## config.mk

```make
export PLATFORM = sky130hd
export DESIGN_NAME = grf_wb_ctrl
export DESIGN_NICKNAME = d
export VERILOG_FILES = /design/src/rtl/grf_wb_ctrl.sv
export SDC_FILE = /design/constraint.sdc
export NUM_CORES = 1
export LEC_CHECK = 0
export ABC_AREA = 1
export CAP_MARGIN = 30
export CORE_UTILIZATION = 25
export DETAILED_ROUTE_END_ITERATION = 8
export GPL_TIMING_DRIVEN = 1
export PLACE_DENSITY = 0.43
export SETUP_SLACK_MARGIN = 0.2
export SKIP_LAST_GASP = 1
export SLEW_MARGIN = 0
export SYNTH_ARGS = -nofsm -noshare
export SYNTH_HDL_FRONTEND = slang
export SYNTH_SLANG_ARGS = --single-unit
```

## constraint.sdc

```tcl
create_clock -name i_clk -period 7.8 [get_ports i_clk]
set_input_delay 1.17 -clock i_clk [delete_from_list [all_inputs] [get_ports i_clk]]
set_output_delay 1.17 -clock i_clk [all_outputs]
set_load 0.1 [all_outputs]
```

## src/rtl/grf_wb_ctrl.sv

```systemverilog
// grf_wb_ctrl: writeback controller for the 1W/2R general register file.
// Accepts ALU and load results over valid/ready, formats load data, queues
// writes in a small FIFO and presents one registered write per enabled cycle.
// Also exports a per-register pending-write scoreboard (o_busy).
//
// Build option: define GRF_WB_R0_ZERO_EN to make R0 hard-wired to zero
// (rd=0 results are accepted but dropped; o_busy[0] stays 0).
module grf_wb_ctrl #(
    parameter int DEPTH = 2,
    parameter int AW    = 4
) (
    input  logic                 i_clk,
    input  logic                 i_rst_b,
    input  logic                 i_clk_en,
    input  logic                 i_alu_valid,
    output logic                 o_alu_ready,
    input  logic [AW-1:0]        i_alu_rd,
    input  logic [31:0]          i_alu_data,
    input  logic                 i_ld_valid,
    output logic                 o_ld_ready,
    input  logic [AW-1:0]        i_ld_rd,
    input  logic [31:0]          i_ld_data,
    input  logic [1:0]           i_ld_size,
    input  logic [1:0]           i_ld_off,
    input  logic                 i_ld_sext,
    input  logic                 i_ld_ins,
    output logic [AW-1:0]        o_waddr,
    output logic [3:0]           o_wen,
    output logic                 o_cs_b,
    output logic [31:0]          o_din,
    output logic [(1<<AW)-1:0]   o_busy,
    output logic                 o_empty
);

    localparam int PW   = (DEPTH > 1) ? $clog2(DEPTH) : 1;
    localparam int NREG = 1 << AW;
    localparam logic [PW:0] DEPTH_C = (PW+1)'(DEPTH);

    typedef struct packed {
        logic [AW-1:0] rd;
        logic [3:0]    wen;
        logic [31:0]   data;
    } wb_entry_t;

    // FIFO storage and control
    wb_entry_t      mem_q [DEPTH];
    logic [PW-1:0]  wr_ptr_q, wr_ptr_d;
    logic [PW-1:0]  rd_ptr_q, rd_ptr_d;
    logic [PW:0]    count_q, count_d;
    // Round-robin pointer: 1 = load side wins the next contested cycle
    logic           rr_ld_q, rr_ld_d;

    // Registered write port
    logic           cs_b_q, cs_b_d;
    logic [AW-1:0]  waddr_q, waddr_d;
    logic [3:0]     wen_q, wen_d;
    logic [31:0]    din_q, din_d;

    logic           pop, space, push, accept, acc_alu, acc_ld, contested, drop_r0;
    logic           alu_ready, ld_ready;
    wb_entry_t      head, alu_entry, ld_entry, push_entry;
    logic [7:0]     ld_byte;
    logic [15:0]    ld_half;
    logic [3:0]     ld_wen;
    logic [31:0]    ld_fmt;
    logic [DEPTH-1:0] entry_vld;
    logic [NREG-1:0]  busy;

    assign head = mem_q[rd_ptr_q];

    // A slot frees up this cycle if the head is being popped into the output stage
    assign pop   = i_clk_en && (count_q != '0);
    assign space = (count_q - {{PW{1'b0}}, pop}) < DEPTH_C;

    // The side not favoured by the pointer is held off only while the other side is valid
    assign alu_ready = space && (!i_ld_valid || !rr_ld_q);
    assign ld_ready  = space && (!i_alu_valid || rr_ld_q);
    assign acc_alu   = i_clk_en && i_alu_valid && alu_ready;
    assign acc_ld    = i_clk_en && i_ld_valid && ld_ready;
    assign accept    = acc_alu || acc_ld;
    assign contested = i_alu_valid && i_ld_valid && accept;

    assign o_alu_ready = alu_ready;
    assign o_ld_ready  = ld_ready;

    // Load lane extraction and enable generation
    always_comb begin
        case (i_ld_off)
            2'd0:    ld_byte = i_ld_data[7:0];
            2'd1:    ld_byte = i_ld_data[15:8];
            2'd2:    ld_byte = i_ld_data[23:16];
            default: ld_byte = i_ld_data[31:24];
        endcase
        ld_half = i_ld_off[1] ? i_ld_data[31:16] : i_ld_data[15:0];
        ld_fmt  = i_ld_data;
        ld_wen  = 4'b1111;
        if (i_ld_ins) begin
            // Partial write: data stays in place, the regfile merges other lanes
            case (i_ld_size)
                2'b00:   ld_wen = 4'b0001 << i_ld_off;
                2'b01:   ld_wen = i_ld_off[1] ? 4'b1100 : 4'b0011;
                default: ld_wen = 4'b1111;
            endcase
        end else begin
            case (i_ld_size)
                2'b00:   ld_fmt = {{24{i_ld_sext & ld_byte[7]}}, ld_byte};
                2'b01:   ld_fmt = {{16{i_ld_sext & ld_half[15]}}, ld_half};
                default: ld_fmt = i_ld_data;
            endcase
        end
    end

    assign alu_entry  = '{rd: i_alu_rd, wen: 4'b1111, data: i_alu_data};
    assign ld_entry   = '{rd: i_ld_rd, wen: ld_wen, data: ld_fmt};
    assign push_entry = acc_ld ? ld_entry : alu_entry;

`ifdef GRF_WB_R0_ZERO_EN
    assign drop_r0 = (push_entry.rd == '0);
`else
    assign drop_r0 = 1'b0;
`endif

    assign push = accept && !drop_r0;

    // Next-state for FIFO pointers, arbitration pointer and output stage
    always_comb begin
        count_d  = count_q;
        wr_ptr_d = wr_ptr_q;
        rd_ptr_d = rd_ptr_q;
        rr_ld_d  = rr_ld_q;
        cs_b_d   = cs_b_q;
        waddr_d  = waddr_q;
        wen_d    = wen_q;
        din_d    = din_q;
        if (i_clk_en) begin
            if (push) begin
                wr_ptr_d = wr_ptr_q + PW'(1);
            end
            if (pop) begin
                rd_ptr_d = rd_ptr_q + PW'(1);
                cs_b_d   = 1'b0;
                waddr_d  = head.rd;
                wen_d    = head.wen;
                din_d    = head.data;
            end else begin
                // Nothing to write: strobe off, address/data hold
                cs_b_d = 1'b1;
                wen_d  = 4'b0000;
            end
            case ({push, pop})
                2'b10:   count_d = count_q + (PW+1)'(1);
                2'b01:   count_d = count_q - (PW+1)'(1);
                default: count_d = count_q;
            endcase
            if (contested) begin
                rr_ld_d = ~rr_ld_q;
            end
        end
    end

    // FIFO payload storage; validity is tracked by the pointers, so no reset
    always_ff @(posedge i_clk) begin
        if (push) begin
            mem_q[wr_ptr_q] <= push_entry;
        end
    end

    // Control and output-stage registers
    always_ff @(posedge i_clk or negedge i_rst_b) begin
        if (!i_rst_b) begin
            count_q  <= '0;
            wr_ptr_q <= '0;
            rd_ptr_q <= '0;
            rr_ld_q  <= 1'b1;
            cs_b_q   <= 1'b1;
            waddr_q  <= '0;
            wen_q    <= '0;
            din_q    <= '0;
        end else begin
            count_q  <= count_d;
            wr_ptr_q <= wr_ptr_d;
            rd_ptr_q <= rd_ptr_d;
            rr_ld_q  <= rr_ld_d;
            cs_b_q   <= cs_b_d;
            waddr_q  <= waddr_d;
            wen_q    <= wen_d;
            din_q    <= din_d;
        end
    end

    // An entry is live if its distance from the read pointer is below the count
    generate
        for (genvar gi = 0; gi < DEPTH; gi++) begin : g_vld
            logic [PW-1:0] rel;
            assign rel           = PW'(gi) - rd_ptr_q;
            assign entry_vld[gi] = ({1'b0, rel} < count_q);
        end
    endgenerate

    // Scoreboard: OR of destinations of live FIFO entries and the presented write
    always_comb begin
        busy = '0;
        for (int i = 0; i < DEPTH; i++) begin
            if (entry_vld[i]) begin
                busy[mem_q[i].rd] = 1'b1;
            end
        end
        if (!cs_b_q) begin
            busy[waddr_q] = 1'b1;
        end
`ifdef GRF_WB_R0_ZERO_EN
        busy[0] = 1'b0;
`endif
    end

    assign o_busy  = busy;
    assign o_empty = (count_q == '0) && cs_b_q;
    assign o_cs_b  = cs_b_q;
    assign o_waddr = waddr_q;
    assign o_wen   = wen_q;
    assign o_din   = din_q;

endmodule

```

==> implementation parameters <==
Parameter                              Value

Synthesis
  Largest family of logic cells by synthesized area ... simple AND/OR/NAND/NOR gates
  Synth Area in Simple Gates ... 22.6%
  Fraction of registers with async set or reset after synthesis ... roughly 37%
  Leading area contributor after synthesis ... edfxtp_1
  Most common library cells after synthesis ... nand2_1, inv_1, edfxtp_1, nor2_1, a21oi_1
  Library cells used by synthesis ... 34
  Primary FF master, synth ... edfxtp_1
  Ranking of synthesized cells by area ... edfxtp_1, dfrtp_1, nand2_1
  Average size of a mapped cell ... 8.81 um2
  Yosys warns ... 0
  Count leader, synth ... nand2_1
  Synthesized instance count ... 724
  XOR/XNOR Fraction of Synth Area ... less than 1%
  Synth Area in Adders ... 0.196%
  Sequential fraction of the synthesis area ... 55.7%
  Mux contribution to synthesized area ... 0%
  Number of register bits inferred by synthesis ... 126
  Compound-gate portion of the synthesized area ... 12.0%
  Post-Syn Area ... 6380 um2
  EDFF count, synth ... 80
  Proportion of netlist area held by the largest area contributor ... roughly 38%
  Net count of the mapped netlist ... 808

Layout
  Share of final-layout standard cells stronger than drive strength 1 ... 7.79%
  Area of all placed cells without fillers ... 8720 um2
  Utilization after layout ... 34.7%
  Area growth from synthesis to layout ... 36.7%
  Number of nets in the layout ... 944
  Antenna fix cells ... 0
  Final cell count without fillers ... around 1.2k

Floorplanning
  Number of primary I/O pins ... about 140
  Full die area ... roughly 26000 um2
  Width of the die ... approximately 160 um
  Site Rows ... 58
  Core ar. ... 25100 um2
  Starting density of the core ... roughly a quarter
  Die span in y ... between 150 and 200 um

STA
  Crit path setup slack, layout ... roughly 2800 ps
  Post-Route Hold Slack ... 473 ps
  Worst Clk Skew ... ~5.3 ps
  Final critical delay including setup and external delays ... around 5000 ps
  Transition at the pin with the smallest max-transition slack ... between 1000 and 1500 ps
  Final cycle utilization of the critical path ... 63.9%
  Worst-case headroom to the max-slew limit ... 31.5%
  RSZ-0062 raised after global routing ... false
  Post-Route Setup TNS ... 0 ps
  Final max-slew violation count ... 0
  Total of endpoints with negative setup slack in the final report ... 0
  Final hold violation count ... 0
  Highest clock frequency the design can meet ... 201 MHz

Power
  Clock network fraction of total power ... 22.6%
  Leakage ... 3.68 nW
  Peak supply drop ... 0.000237 V
  Power per cell area ... approximately 450 nW/um2
  Sequential share of power ... 26.8%
  Fraction of power spent switching nets ... 49.5%
  Net switching power of the design ... between 1.5 and 2 mW
  Comb power frac ... 50.6%
  Internal power contribution ... between 1.5 and 2 mW
  Power Total ... between 3 and 4 mW

Global route
  Total global routing overflow ... 0
  Met3 GRT Util ... slightly above 3%
  Aggregate global-route resource usage ... ~15%
  Global-route layer with the greatest usage ... met2
  Met1 Track Usage GR ... 20.1%
  Global routing met2 resource utilization ... 23.6%
  Initial antenna violation count ... 0
  Pin count of the biggest net entering global routing ... slightly below 80
  Via count of the first global-routing pass ... between 5k and 6k
  Wire length of the first global-routing pass ... 28800 um

CTS
  Clock Sink Count ... 126
  Clock latency at the later pin of the worst-skew pair ... 410 ps
  H-tree depth ... 4
  Clock edge transition at the registers on the reported setup and hold paths ... 60 ps
  # hold bufs at CTS ... 0
  Clock tree from TritonCTS ... done
  Post-CTS setup buffer count ... 0
  Number of buffers added by the clock tree synthesis step ... 17
  Number of gates given a new drive strength after cts ... 0
  Max Root-Sink Buffers ... 2
  Cell at the root of the clock tree ... clkbuf_16

Setup path
  Startpoint Class ... register
  Top Family by Delay on Critical Path ... buffers and inverters
  Kind of critical path ... register to output port
  Worst EP required ... around 6600 ps
  Total buffers and inverters traversed by the critical path ... 4
  Crit path DAT ... 3820 ps
  Maximum single-stage delay on the critical path ... 1150 ps
  Cell type with the highest occurrence count on the critical path ... buf_4
  Crit path cell chain ... buf_4 -> inv_1 -> buf_4 -> a21oi_1 -> nor3_1 -> nand2_1 -> o211ai_1 -> clkdlybuf4s50_1
  Kind of end point of the critical path ... output port
  Cell with the largest stage delay on the worst path ... clkdlybuf4s50_1
  Top fanout value on the critical path ... 45

Detailed routing
  Post-DRT Antenna Nets ... 0
  Routed vias ... 5181
  Initial DRT Pass Iterations ... 5
  Routed len/inst ... between 15 and 20 um
  Number of vias per cell ... 4.31
  Routed WL ... 18700 um
  Post-route DRC violation count ... 0
  Iteration-0 DRC count of the detailed router ... 333

Placement
  Routability congestion estimate ... 0.807
  Post-placement cell count ... 1171
  Post-placement worst setup slack ... 3170 ps
  Placed instance area ... 8060 um2
  DPL Wire Length ... between 10000 and 15000 um
  Port bufs ... approximately 140

Worst hold path
  Hold/Removal Path Class ... register to register

Job
  Max capacitance violation total ... 0

Run status
  Result of the run ... finished, final reports clean
==> tightest hold or removal path, delay by kind of cell, from the launching register on <==
family / cells / cell delay, ps
DFF: 1 / 370
and+or+nand+nor: 2 / 100
==> power groups by stage <==
stage	registers [mW]	logic, mW	clock network, mW
2_1_floorplan	1.81	0.758	0
3_3_place_gp	1.07	2.02	0
3_5_place_dp	1.07	2.02	0
4_1_cts	1.06	2.02	0.909
5_1_grt	1.08	2.11	0.936
6_report	1.06	2.00	0.892
==> routing by layer <==
| layer | vias to the layer above | wire [um] |
|---|---|---|
| li1 | 2667 | - |
| met1 | 2382 | 8970 |
| met2 | 118 | 8710 |
| met3 | 14 | 769 |
| met4 | 0 | 210 |
| met5 | - | 0 |
==> layout make-up <==
cell class              count  area [um2]
clock buffers              21         450
multi-input cells         476        2260
flip-flops and latches    126        3560
inverters                  90         338
well taps                 330         413
repair buffers            149        1490
clock inverters            11         214
fillers                  2642       16400
==> flip-flops by register name, indices dropped and copies added, names as in the netlist <==
register and flops:
mem_q 80, o_din 32, o_waddr 4, o_wen 4, count_q 2, o_cs_b 1
rd_ptr_q 1, rr_ld_q 1, wr_ptr_q 1
==> logic make-up (layout without fill, tap and decap cells) <==
kind of cell             count (synthesis)  count (layout)
AND/OR/NAND/NOR                        345             345
XOR/XNOR                                 3               3
flip-flops                             126             126
buffers and inverters                  122             271
AO/OA/AOI/OAI                          127             127
adder cells (fa/ha/maj)                  1               1
==> layout by cell type, fill, tap and decap left out, types with 3 or more instances in the layout <==
cell,instances
a21oi_1,53
a22o_1,3
a31oi_1,33
buf_4,6
bufinv_16,6
clkbuf_1,3
clkbuf_16,17
clkdlybuf4s50_1,141
dfrtp_1,44
edfxtp_1,80
inv_1,84
inv_2,6
nand2_1,228
nand2_2,5
nand3_1,31
nor2_1,55
nor2_4,6
nor3_1,7
o211ai_1,13
o21ai_0,16
o221ai_1,4
or2_2,5
xor2_1,3
==> final timing paths <==
check                           cells after the start  slack [ps]       start           end
min in group asynchronous                           2         880     i_rst_b     o_din[30]
worst max-delay path                                8        2810    rd_ptr_q     o_busy[3]
worst min-delay path                                2         470     rr_ld_q       rr_ld_q
worst min register to register                      2         470     rr_ld_q       rr_ld_q
max in group asynchronous                           2        6460     i_rst_b     o_din[21]
worst max register to register                      6        4850  count_q[0]  mem_q[1][23]
(Power assumes the default switching activity.)
